File: config.mk
export PLATFORM = sky130hd
export DESIGN_NAME = pong_rally_judge
export DESIGN_NICKNAME = d
export VERILOG_FILES = /design/src/rtl/pong_pkg.sv /design/src/rtl/pong_btn_edge.sv /design/src/rtl/pong_rally_judge.sv
export SDC_FILE = /design/constraint.sdc
export NUM_CORES = 1
export LEC_CHECK = 0
export BUFFER_PORTS_ARGS = -buffer_cell sky130_fd_sc_hd__buf_2
export CELL_PAD_IN_SITES_DETAIL_PLACEMENT = 2
export CELL_PAD_IN_SITES_GLOBAL_PLACEMENT = 2
export CORE_MARGIN = 4
export CORE_UTILIZATION = 34
export DETAILED_ROUTE_END_ITERATION = 10
export PLACE_DENSITY = 0.94
export SKIP_LAST_GASP = 1
export SLEW_MARGIN = 40
export SYNTH_ARGS = -nofsm -noshare
export SYNTH_HDL_FRONTEND = slang
export SYNTH_SLANG_ARGS = --single-unit
File: constraint.sdc
create_clock -name Clk -period 7.42 [get_ports Clk]
set_input_delay 1.484 -clock Clk [delete_from_list [all_inputs] [get_ports Clk]]
set_output_delay 1.484 -clock Clk [all_outputs]
set_load 0.05 [all_outputs]
File: src/rtl/pong_pkg.sv
// rtl/pong_pkg.sv - shared constants and state encoding for the pong rally judge
package pong_pkg;

    localparam int DEF_WIDTH     = 8;
    localparam int DEF_SCORE_W   = 4;
    localparam int DEF_WIN_SCORE = 9;

    typedef enum logic [2:0] {
        ST_IDLE     = 3'd0,
        ST_RALLY    = 3'd1,
        ST_AT_LEFT  = 3'd2,
        ST_AT_RIGHT = 3'd3,
        ST_POINT    = 3'd4,
        ST_GAMEOVER = 3'd5
    } state_e;

    localparam logic [1:0] WIN_NONE  = 2'b00;
    localparam logic [1:0] WIN_LEFT  = 2'b10;
    localparam logic [1:0] WIN_RIGHT = 2'b01;

endpackage

File: src/rtl/pong_btn_edge.sv
// rtl/pong_btn_edge.sv - registers one debounced button and emits a 1-cycle rising-edge pulse
module pong_btn_edge (
    input  logic Clk,
    input  logic Rst,
    input  logic btn_i,
    output logic rise_o
);

    logic cur_q;
    logic prev_q;

    always_ff @(posedge Clk) begin
        if (!Rst) begin
            cur_q  <= 1'b0;
            prev_q <= 1'b0;
        end else begin
            cur_q  <= btn_i;
            prev_q <= cur_q;
        end
    end

    assign rise_o = cur_q & ~prev_q;

endmodule

File: src/rtl/pong_rally_judge.sv
// rtl/pong_rally_judge.sv - decodes the LED ball pattern, judges paddle hits, keeps score
module pong_rally_judge
    import pong_pkg::*;
#(
    parameter int WIDTH     = DEF_WIDTH,
    parameter int SCORE_W   = DEF_SCORE_W,
    parameter int WIN_SCORE = DEF_WIN_SCORE
) (
    input  logic                     Clk,
    input  logic                     Rst,
    input  logic [WIDTH-1:0]         Pattern,
    input  logic                     Step,
    input  logic                     BtnL,
    input  logic                     BtnR,
    output logic                     Bounce,
    output logic [$clog2(WIDTH)-1:0] Pos,
    output logic                     Dir,
    output logic [SCORE_W-1:0]       ScoreL,
    output logic [SCORE_W-1:0]       ScoreR,
    output logic [1:0]               Winner,
    output logic                     Err
);

    localparam int                 POS_W    = $clog2(WIDTH);
    localparam logic [POS_W-1:0]   LAST_IDX = POS_W'(WIDTH - 1);
    localparam logic [POS_W-1:0]   HALF_IDX = POS_W'(WIDTH / 2);
    localparam logic [POS_W:0]     ONE_P    = (POS_W + 1)'(1);
    localparam logic [SCORE_W-1:0] WIN_S    = SCORE_W'(WIN_SCORE);
    localparam logic [SCORE_W-1:0] ONE_S    = SCORE_W'(1);

    state_e               state_q;
    logic [POS_W-1:0]     pos_q;
    logic                 dir_q;
    logic [SCORE_W-1:0]   score_l_q;
    logic [SCORE_W-1:0]   score_r_q;
    logic [1:0]           winner_q;
    logic                 bounce_q;
    logic                 err_q;

    logic                 edge_l;
    logic                 edge_r;
    logic                 pat_any;
    logic                 pat_multi;
    logic                 pat_legal;
    logic [POS_W-1:0]     pat_idx;
    logic                 step_up;
    logic                 step_down;

    pong_btn_edge u_btn_l (
        .Clk    (Clk),
        .Rst    (Rst),
        .btn_i  (BtnL),
        .rise_o (edge_l)
    );

    pong_btn_edge u_btn_r (
        .Clk    (Clk),
        .Rst    (Rst),
        .btn_i  (BtnR),
        .rise_o (edge_r)
    );

    // One-hot decode: a second set bit marks the pattern illegal.
    always_comb begin
        pat_any   = 1'b0;
        pat_multi = 1'b0;
        pat_idx   = '0;
        for (int i = 0; i < WIDTH; i++) begin
            if (Pattern[i]) begin
                if (pat_any) begin
                    pat_multi = 1'b1;
                end
                pat_any = 1'b1;
                pat_idx = POS_W'(i);
            end
        end
    end

    assign pat_legal = pat_any & ~pat_multi;
    // Extra top bit keeps the +-1 comparison from wrapping at the ends.
    assign step_up   = ({1'b0, pat_idx} == ({1'b0, pos_q} + ONE_P));
    assign step_down = ({1'b0, pos_q} == ({1'b0, pat_idx} + ONE_P));

    always_ff @(posedge Clk) begin
        if (!Rst) begin
            state_q   <= ST_IDLE;
            pos_q     <= '0;
            dir_q     <= 1'b0;
            score_l_q <= '0;
            score_r_q <= '0;
            winner_q  <= WIN_NONE;
            bounce_q  <= 1'b0;
            err_q     <= 1'b0;
        end else begin
            bounce_q <= 1'b0;
            err_q    <= 1'b0;
            case (state_q)
                ST_IDLE: begin
                    if (Step) begin
                        if (pat_legal) begin
                            pos_q   <= pat_idx;
                            dir_q   <= (pat_idx < HALF_IDX);
                            state_q <= ST_RALLY;
                        end else begin
                            err_q <= 1'b1;
                        end
                    end
                end
                ST_RALLY: begin
                    if (Step) begin
                        if (!pat_legal) begin
                            err_q <= 1'b1;
                        end else if (step_up) begin
                            pos_q <= pat_idx;
                            dir_q <= 1'b1;
                            if (pat_idx == LAST_IDX) begin
                                state_q <= ST_AT_LEFT;
                            end
                        end else if (step_down) begin
                            pos_q <= pat_idx;
                            dir_q <= 1'b0;
                            if (pat_idx == '0) begin
                                state_q <= ST_AT_RIGHT;
                            end
                        end else begin
                            err_q <= 1'b1;
                        end
                    end
                end
                ST_AT_LEFT: begin
                    if (edge_l) begin
                        bounce_q <= 1'b1;
                        dir_q    <= 1'b0;
                        state_q  <= ST_RALLY;
                        // A hit on the same cycle as a Step still decodes that Step.
                        if (Step) begin
                            if (pat_legal && (step_up || step_down)) begin
                                pos_q <= pat_idx;
                            end else begin
                                err_q <= 1'b1;
                            end
                        end
                    end else if (Step) begin
                        if (score_r_q != WIN_S) begin
                            score_r_q <= score_r_q + ONE_S;
                        end
                        state_q <= ST_POINT;
                    end
                end
                ST_AT_RIGHT: begin
                    if (edge_r) begin
                        bounce_q <= 1'b1;
                        dir_q    <= 1'b1;
                        state_q  <= ST_RALLY;
                        if (Step) begin
                            if (pat_legal && (step_up || step_down)) begin
                                pos_q <= pat_idx;
                            end else begin
                                err_q <= 1'b1;
                            end
                        end
                    end else if (Step) begin
                        if (score_l_q != WIN_S) begin
                            score_l_q <= score_l_q + ONE_S;
                        end
                        state_q <= ST_POINT;
                    end
                end
                ST_POINT: begin
                    if (score_l_q == WIN_S) begin
                        winner_q <= WIN_LEFT;
                        state_q  <= ST_GAMEOVER;
                    end else if (score_r_q == WIN_S) begin
                        winner_q <= WIN_RIGHT;
                        state_q  <= ST_GAMEOVER;
                    end else begin
                        state_q <= ST_IDLE;
                    end
                end
                ST_GAMEOVER: begin
                    state_q <= ST_GAMEOVER;
                end
                default: begin
                    state_q <= ST_IDLE;
                end
            endcase
        end
    end

    assign Bounce = bounce_q;
    assign Pos    = pos_q;
    assign Dir    = dir_q;
    assign ScoreL = score_l_q;
    assign ScoreR = score_r_q;
    assign Winner = winner_q;
    assign Err    = err_q;

endmodule

Yosys cells after proc, flatten, opt, wreduce, memory -nomap -nowiden:

Cells that the tools add are included.

* add/subtract/negate cells: 4
* $lt $le $gt $ge: 1
* eq/ne operators: 21
* multiplexer cells: 79
* bitwise gates (word level): 8
* reduce and logical (&&, ||, !) cells: 11

Operator list (count)
* $mux 3: 29
* $mux 1: 43
* $pmux 3 s6: 1
* $ne 2x2->1 const B: 6
* $pmux 3 s4: 1
* $eq 3x3->1 const B: 3
* $ne 3x3->1 const B: 3
* $add 3x1->4 const B: 2
* $add 4x1->4 const B: 2
* $eq 3x4->1: 2
* $eq 4x4->1 const B: 2
* $ne 4x4->1 const B: 2
* $pmux 1 s4: 2
* $reduce_and 4->1: 2
* $reduce_and 8->1: 1
* $reduce_and 7->1: 1
* $eq 3x2->1 const B: 2
* $logic_not 3->1: 2
* $not 1->1: 5
* $mux 2: 2
* $reduce_bool 4->1: 1
* $and 1x1->1: 3
* $eq 3x1->1 const B: 1
* $lt 3x3->1 const B: 1
* 5 further kinds: 5

* register bits: 23
* word-level logic and storage cells: 136

Depth between registers and ports, before layout:

Gate-level depths: netlist of the first run.

* depth after elaboration: 22
* gate-level depth with buffers: 11

Hierarchy:

Synthesis of the first run repeated with hierarchy kept, for this count alone.

* cells, all modules: 188
* area, all modules: 1554.0 sq um

By module, submodules not included
* pong_rally_judge: times used 1, cells each 178, area each 1421.4 sq um
* pong_btn_edge: times used 2, cells each 5, area each 66.3 sq um

Least setup slack after synthesis of the first run:

Ideal clock, no wire load.

* kind: input to register
* start: input port Pattern[3]
* end: register pos_q[0], in the netlist Pos[0]
* setup time: 0.120 ns
* data arrival time: 3.920 ns
* path slack: 3.380 ns
* cell stages on the path: 11
* cell sequence: clkbuf_1 o21a_1 nor3_1 inv_1 ha_1 ha_1 xor2_1 o32a_2 nor4_4 mux2i_1 o31a_1

RTL lines
* from (decl): line pong_rally_judge.sv:11 `input logic [WIDTH-1:0] Pattern,`
* $mux 3 * (5 in a row): line pong_rally_judge.sv:69 `if (Pattern[i]) begin`
* via pat_idx[0]: line pong_rally_judge.sv:45 `logic [POS_W-1:0] pat_idx;`
* $add 3x1->4: line pong_rally_judge.sv:82 `assign step_down = ({1'b0, pos_q} == ({1'b0, pat_idx} + ONE_P));`
* $eq 3x4->1: line pong_rally_judge.sv:82
* $logic_or 1x1->1: line pong_rally_judge.sv:137, pong_rally_judge.sv:156
* $logic_and 1x1->1: line pong_rally_judge.sv:137, pong_rally_judge.sv:156
* $mux 3: line pong_rally_judge.sv:137, pong_rally_judge.sv:156
* $mux 3: line pong_rally_judge.sv:155 `if (Step) begin`
* $mux 3, on equally long branches: line pong_rally_judge.sv:151, pong_rally_judge.sv:131
* $pmux 3 s4: line pong_rally_judge.sv:97 `case (state_q)`
* to (signal assigned): line pong_rally_judge.sv:101 `pos_q <= pat_idx;`
* to (signal assigned): line pong_rally_judge.sv:138 `pos_q <= pat_idx;`
* to (signal assigned): line pong_rally_judge.sv:157 `pos_q <= pat_idx;`
* to (decl): line pong_rally_judge.sv:32 `logic [POS_W-1:0] pos_q;`

Mark *: on every way through the listed nets, which the timed path passes. The rest lies on a longest branch. The select of a mux whose other input is x is not followed.
A chain may end at the register's enable or synchronous reset.

Worst setup path after layout of the first run:

* start: input port Pattern[1]
* end: register state_q[0]

RTL lines
* $mux 1 *: line pong_rally_judge.sv:69
* $mux 3 * (6 in a row): line pong_rally_judge.sv:69
* via pat_idx[0]: line pong_rally_judge.sv:45
* parallel branches: the longest is 5 deep, another holds $add 3x1->4
* to (signal assigned): line pong_rally_judge.sv:103 `state_q <= ST_RALLY;`
* to (signal assigned): line pong_rally_judge.sv:117 `state_q <= ST_AT_LEFT;`
* to (signal assigned): line pong_rally_judge.sv:123 `state_q <= ST_AT_RIGHT;`
* to (decl): line pong_rally_judge.sv:31 `state_e state_q;`

Mark *: on every way through the listed nets, which the timed path passes. The select of a mux whose other input is x is not followed.

==> results of run 1 <==
-- report_power, final --
| group | total (W) | internal (W) | switching, W | leakage, nW |
|---|---|---|---|---|
| sequential | 0.000127 | 0.000125 | 0.00000173 | 0.186 |
| clock | 0.0000795 | 0.0000376 | 0.0000419 | 0.0255 |
| combinational | 0.0000372 | 0.0000135 | 0.0000238 | 0.590 |
-- flip-flops by register name, indices dropped and copies added (netlist names) --
name / count
Dir: 1
u_btn_l.cur_q: 1
u_btn_l.prev_q: 1
ScoreL: 4
u_btn_r.prev_q: 1
Bounce: 1
Err: 1
ScoreR: 4
Winner: 2
Pos: 3
u_btn_r.cur_q: 1
state_q: 3
-- area by class of cell --
cell class	instances	area [sq um]	share of cell area, %
flip-flops and latches	23	460	27.1
clock buffers	3	41.3	2.43
clock inverters	1	5.00	0.294
multi-input cells	141	970	57.0
repair buffers	28	140	8.24
well taps	50	62.6	3.68
inverters	6	22.5	1.32
-- through the flow --
step                hold slack [ns]  utilization, %  cells  power, W  instance area, sq um
global placement              0.446            40.2    248  0.000165                  1660
detailed placement            0.461            40.2    248  0.000166                  1660
CTS                           0.473            41.3    252  0.000248                  1700
finish                        0.471            41.3    252  0.000244                  1700
floorplan                     0.431               -    177  0.000154                  1490
global route                  0.509            41.3    252  0.000258                  1700
-- metal layers --
layer	GRT usage [%]	vias up	routed length [um]
li1	-	672	-
met1	22.6	689	2040
met2	33.9	24	2390
met3	4.05	6	146
met4	3.82	0	42
met5	0	-	0
-- worst paths after layout --
path | startpoint | end | cells past startpoint
worst max-delay path | Pattern[1] | state_q[0]$_SDFFE_PN0P_ | 12
worst max register to register | state_q[0]$_SDFFE_PN0P_ | Pos[0]$_SDFFE_PN0P_ | 7
worst min register to register | Winner[1]$_SDFFE_PN0P_ | Winner[1]$_SDFFE_PN0P_ | 2
worst min-delay path | Winner[1]$_SDFFE_PN0P_ | Winner[1]$_SDFFE_PN0P_ | 2
-- critical path: cells and delay by family --
kind / cells / cell delay, ns
AOI/OAI and AO/OA: 5 / 1.37
xor gates and xnor gates: 1 / 0.15
adders and majority gates: 2 / 0.50
buffers and inverters: 2 / 0.23
and+or+nand+nor: 2 / 0.64
-- kinds of logic (layout without fill, tap and decap cells) --
family | count (synthesis) | after routing | share of synthesized area [%]
buf+inv | 13 | 38 | 4.03
flops | 23 | 23 | 30.9
fa+ha+maj | 8 | 8 | 6.72
compound gates | 28 | 28 | 13.5
simple gates | 87 | 87 | 33.3
mux | 7 | 7 | 5.12
xor+xnor | 11 | 11 | 6.47
-- placed cells by master (no fill, tap or decap), types with 2 or more instances in the layout --
cell type | netlist | routed
buf_2 | 1 | 28
dfxtp_1 | 23 | 23
nand2_1 | 20 | 20
nor2_1 | 13 | 13
and2_1 | 11 | 11
xor2_1 | 8 | 8
ha_1 | 8 | 8
nor3_1 | 7 | 7
nor2b_1 | 6 | 6
inv_1 | 6 | 6
o21ai_0 | 5 | 5
nand2b_1 | 5 | 5
nor4b_1 | 5 | 5
mux2i_1 | 5 | 5
nand3_1 | 4 | 4
o31ai_1 | 3 | 3
o211ai_1 | 3 | 3
a21oi_1 | 3 | 3
xnor2_1 | 3 | 3
clkbuf_8 | 1 | 3
and2b_2 | 2 | 2
a21boi_0 | 2 | 2
nor4_1 | 2 | 2
o211a_1 | 2 | 2
and3_1 | 2 | 2
-- synthesized netlist by cell type, drive strengths merged (4+ instances only) --
library cell,count,area [sq um]
clkbuf,6,32.5
and2,11,68.8
nor2b,6,37.5
nand2b,5,31.3
nor2,13,48.8
nor3,7,35.0
mux2i,5,50.1
o21ai,5,25.0
ha,8,100
nor4b,5,43.8
dfxtp,23,460
inv,6,22.5
xor2,8,70.1
nand2,20,75.1
nand3,4,20.0
==> metrics.md, run 1 <==
| Metric | Value |
|---|---|
| Cell area after synthesis | `1490 sq um` |
| Placement Setup Slack | `3.01 ns` |
| Leak | `0.802 nW` |
| Setup WS post-layout | `3.18 ns` |
| Tcrit/Tclk final | `57.1%` |
| Worst-path clk slew | `0.08 ns` |
| Via count | `1391` |
| Setup crit start kind | `input pin` |
| Final ANT Viol Nets | `0` |
| CP most frequent cell | `ha_1` |
| Status | `finished clean` |
| Total global-route track usage | `18.7%` |
| Slew margin rel. | `54.3%` |
| Max clock buf depth | `2` |
| Core ar. | `4120 sq um` |
| Clock Root Buffer | `clkbuf_8` |
| IO Port Bufs | `28` |
| #FFs+latches synth | `23` |
| DRC | `0` |
| Slew at the pin closest to its max-slew limit | `0.679 ns` |
| Clock Latency Late Sink | `0.27 ns` |
| # resized after CTS | `0` |
| Worst Path Class, Setup | `input pin to register` |
| Synth warnings | `0` |
| Async S/R FF share, synth | `0%` |
| CP arrival | `4.38 ns` |
| Pin count of the biggest net entering global routing | `27` |
| Drt pass-1 iters | `4` |
| Vias in the first global route | `1529` |
| Final setup viols | `0` |
| R2r setup slk | `5.01 ns` |
| Io pins | `29` |
| CTS tree | `done` |
| Syn avg cell area | `8.42 sq um` |
| Synth Instances | `177` |
| F_max | `0.236 GHz` |
| Post-synth EDFFs | `0` |
| Endpoint class of the critical path | `register` |
| CP max stage delay | `0.49 ns` |
| Row Count | `23` |
| Vias per std cell | `5.52` |
| Critical Path Fanout Max | `5` |
| Die extent in y | `74.2 um` |
| Full die area | `5510 sq um` |
| MaxCap Viol Count | `0` |
| Post-route setup TNS | `0 ns` |
| Sequential share of the synthesized area | `30.9%` |
| Slew Limit Fails | `0` |
| Final nets | `224` |
| Fill cells | `490` |
| P&R area growth vs syn | `14.2%` |
| Final wirelength | `4.62 mm` |
| Postcts setup bufs | `0` |
| HPWL after DPL | `3.34 mm` |
| Htree depth | `1` |
| First-pass GRT wire length | `7.85 mm` |
| Mapped Nets | `198` |
| Routability-driven placement congestion ratio | `0.838` |
| Post-DR wirelength/cell | `18.3 um` |
| Hold-fix buffers, CTS | `0` |
| Clock Sinks | `23` |
| Period minus WS final | `4.24 ns` |
| Unrepaired setup endpoints after global routing | `false` |
| Die Wd | `74.2 um` |
| Netlist cell types | `48` |
| Slowest cell on crit path | `nor3_1` |
| Initial antenna violation count | `0` |
| GRT overflow | `0` |
| Hold WC Path Type | `register to register` |
| Power per cell area | `143 nW/um^2` |
| Dominant synthesized flop cell | `dfxtp_1` |
| Share of layout cells above drive strength 1 | `19.8%` |
| Peak VDD IR | `0.0862 mV` |
| Starting DRC count in detailed routing | `65` |
| Number of diodes | `0` |
| Crit path cell chain | `buf_2, nor2b_1, o21a_1, nor3_1, inv_1, ha_1, ha_1, xor2_1, o32a_2, o31ai_1, a21boi_1, a41oi_1` |
| Worst Clk Skew | `0.00304 ns` |
| Final hold viol count | `0` |
| Starting Density | `36.2%` |
| TritonCTS Buffers | `3` |
| Critical Path RT | `7.56 ns` |
Note: power is estimated with default switching activity, not from simulation.
==> run 2: changes to the inputs <==
--- a/config.mk
+++ b/config.mk
@@ -9,9 +9,9 @@
 export CELL_PAD_IN_SITES_DETAIL_PLACEMENT = 2
 export CELL_PAD_IN_SITES_GLOBAL_PLACEMENT = 2
 export CORE_MARGIN = 4
-export CORE_UTILIZATION = 34
+export CORE_UTILIZATION = 29
 export DETAILED_ROUTE_END_ITERATION = 10
-export PLACE_DENSITY = 0.94
+export PLACE_DENSITY = 0.86
 export SKIP_LAST_GASP = 1
 export SLEW_MARGIN = 40
 export SYNTH_ARGS = -nofsm -noshare
==> constraint.sdc (replaced) <==
create_clock -name Clk -period 3.7 [get_ports Clk]
set_input_delay 0.74 -clock Clk [delete_from_list [all_inputs] [get_ports Clk]]
set_output_delay 0.74 -clock Clk [all_outputs]
set_load 0.05 [all_outputs]
==> run 2 against run 1 <==
Sequential power up 100%. Final cell count up 7.5%. Wire length down 15%. Clock skew up 0.0013 ns. Core utilization fell by 5.5 points. Sequential share of layout area fell by 0.57 points. First-iteration DRC count decreased by 17%. Critical path depth unchanged. Non-clock buffer count is 2 higher. Worst hold slack got worse by 0.0022 ns. Count of clock-buffer cells in the layout unchanged. Worst setup slack lost 2.7 ns. Largest cell class unchanged.
==> metrics.md, run 2 (same netlist as run 1, synthesis figures left out) <==
| Metric | Value |
|---|---|
| Final instance area | `1740 sq um` |
| Final Non-Filler Cells | `271` |
| HPWL after DPL | `3.10 mm` |
| Clock Root Buffer | `clkbuf_8` |
| Status | `finished clean` |
| Drt pass-1 iters | `4` |
| Vias in the first global route | `1444` |
| Row Count | `25` |
| Register area | `460 sq um` |
| Slew Limit Fails | `0` |
| Core ar. | `4850 sq um` |
| Combinational Power Share | `15.2%` |
| Vias per std cell | `5.06` |
| Final setup viols | `0` |
| Final wirelength | `3.94 mm` |
| Clock Sinks | `23` |
| Pin count of the biggest net entering global routing | `27` |
| Number of diodes | `0` |
| Multi-input logic area | `970 sq um` |
| Worst Clk Skew | `0.00437 ns` |
| Post-DR wirelength/cell | `14.5 um` |
| Post-route setup TNS | `0 ns` |
| Clock Latency Late Sink | `0.27 ns` |
| F_max | `0.314 GHz` |
| Final ANT Viol Nets | `0` |
| Die extent in y | `79.7 um` |
| Worst-path clk slew | `0.08 ns` |
| Peak VDD IR | `0.256 mV` |
| Net Switching | `0.000131 W` |
| Final nets | `226` |
| Commonest non-fill, non-tap cell in the layout | `buf_2` |
| Period minus WS final | `3.19 ns` |
| CP most frequent cell | `ha_1` |
| Slew at the pin closest to its max-slew limit | `0.620 ns` |
| Placed Cells | `267` |
| Full die area | `6350 sq um` |
| Fill cells | `568` |
| Share of layout cells above drive strength 1 | `20.6%` |
| P_int | `0.000355 W` |
| CP arrival | `3.41 ns` |
| Postcts setup bufs | `0` |
| Tcrit/Tclk final | `86.2%` |
| Starting Density | `30.7%` |
| P&R area growth vs syn | `16.6%` |
| Most frequent cells in the layout | `buf_2, dfxtp_1, nand2_1, nor2_1, and2_1` |
| TritonCTS Buffers | `3` |
| Critical Path Fanout Max | `5` |
| Leak | `0.811 nW` |
| Unrepaired setup endpoints after global routing | `false` |
| Routability-driven placement congestion ratio | `0.796` |
| CP max stage delay | `0.41 ns` |
| Clock power frac | `32.5%` |
| Die Wd | `79.7 um` |
| Power per cell area | `280 nW/um^2` |
| Endpoint class of the critical path | `register` |
| Hold WC Path Type | `register to register` |
| Crit path cell chain | `buf_2, nor2b_1, o21a_1, nor3_1, inv_1, ha_1, ha_1, xor2_1, o32a_2, o31ai_1, a21boi_1, and4_1` |
| Slew margin rel. | `58.5%` |
| Initial antenna violation count | `0` |
| CTS tree | `done` |
| Htree depth | `1` |
| First-pass GRT wire length | `6.85 mm` |
| Hold-fix buffers, CTS | `0` |
| Max clock buf depth | `2` |
| Setup crit start kind | `input pin` |
| Final Util | `35.8%` |
| Flop pwr share | `52.3%` |
| Buffers plus inverters on the worst setup path | `2` |
| GRT overflow | `0` |
| IO Port Bufs | `28` |
| Total global-route track usage | `13.5%` |
| Critical Path RT | `3.92 ns` |
| Starting DRC count in detailed routing | `54` |
| Total power | `0.000487 W` |
| # resized after CTS | `0` |
| Final hold viol count | `0` |
| Slowest cell on crit path | `o32a_2` |
| Worst Path Class, Setup | `input pin to register` |
| Io pins | `29` |
| Via count | `1371` |
| Area post-placement | `1690 sq um` |
| Top delay family on crit path | `compound AO/OA/AOI/OAI gates` |
| DRC | `0` |
| MaxCap Viol Count | `0` |
| Switching part of the total | `27.0%` |
## run 2: cell types whose count changed in the layout (fill, tap and decap cells not counted)
cell,previous run,this run
buf_4,0,2
## run 2: area by class of cell
class / instances / area share (%)
clock buffers: 3 / 2.38
clock inverters: 1 / 0.288
inverters: 6 / 1.30
multi-input cells: 141 / 55.8
flip-flops and latches: 23 / 26.5
well taps: 67 / 4.82
repair buffers: 30 / 8.93
## run 2: final timing paths
path                  startpoint  slack (ns)  cells past startpoint                 endpoint
max                   Pattern[1]        0.51                     12  state_q[2]$_SDFFE_PN0P_
max reg2reg  Pos[0]$_SDFFE_PN0P_        1.41                      7  state_q[2]$_SDFFE_PN0P_
min             Dir$_SDFFE_PN0P_        0.47                      2         Dir$_SDFFE_PN0P_
min reg2reg     Dir$_SDFFE_PN0P_        0.47                      2         Dir$_SDFFE_PN0P_
## run 2: routing by layer
layer  vias to the layer above  global-route usage (%)  routed length (um)
li1                        675                       -                   -
met1                       674                    17.8                1890
met2                        18                    21.9                1900
met3                         4                    3.16                 109
met4                         0                    3.95                  37
met5                         -                       0                   0
## run 2: through the flow
step	setup slack [ns]	hold WS, ns
after floorplan	0.404	0.431
after global placement	0.382	0.444
after detailed placement	0.244	0.455
after CTS	0.482	0.477
after global routing	0.265	0.518
final	0.511	0.469
## run 2: tightest hold or removal path, cell delays in order (launching register included)
cell	delay, ns
dfxtp_1	0.32
nand2_1	0.05
mux2i_1	0.06
## run 2: power by group through the flow
stage | clock, W | sequential [W] | combinational, W
floorplan | 0 | 0.000265 | 0.0000444
global placement | 0 | 0.000260 | 0.0000717
detailed placement | 0 | 0.000261 | 0.0000737
CTS | 0.000165 | 0.000255 | 0.0000748
global route | 0.000178 | 0.000256 | 0.0000839
finish | 0.000158 | 0.000255 | 0.0000738
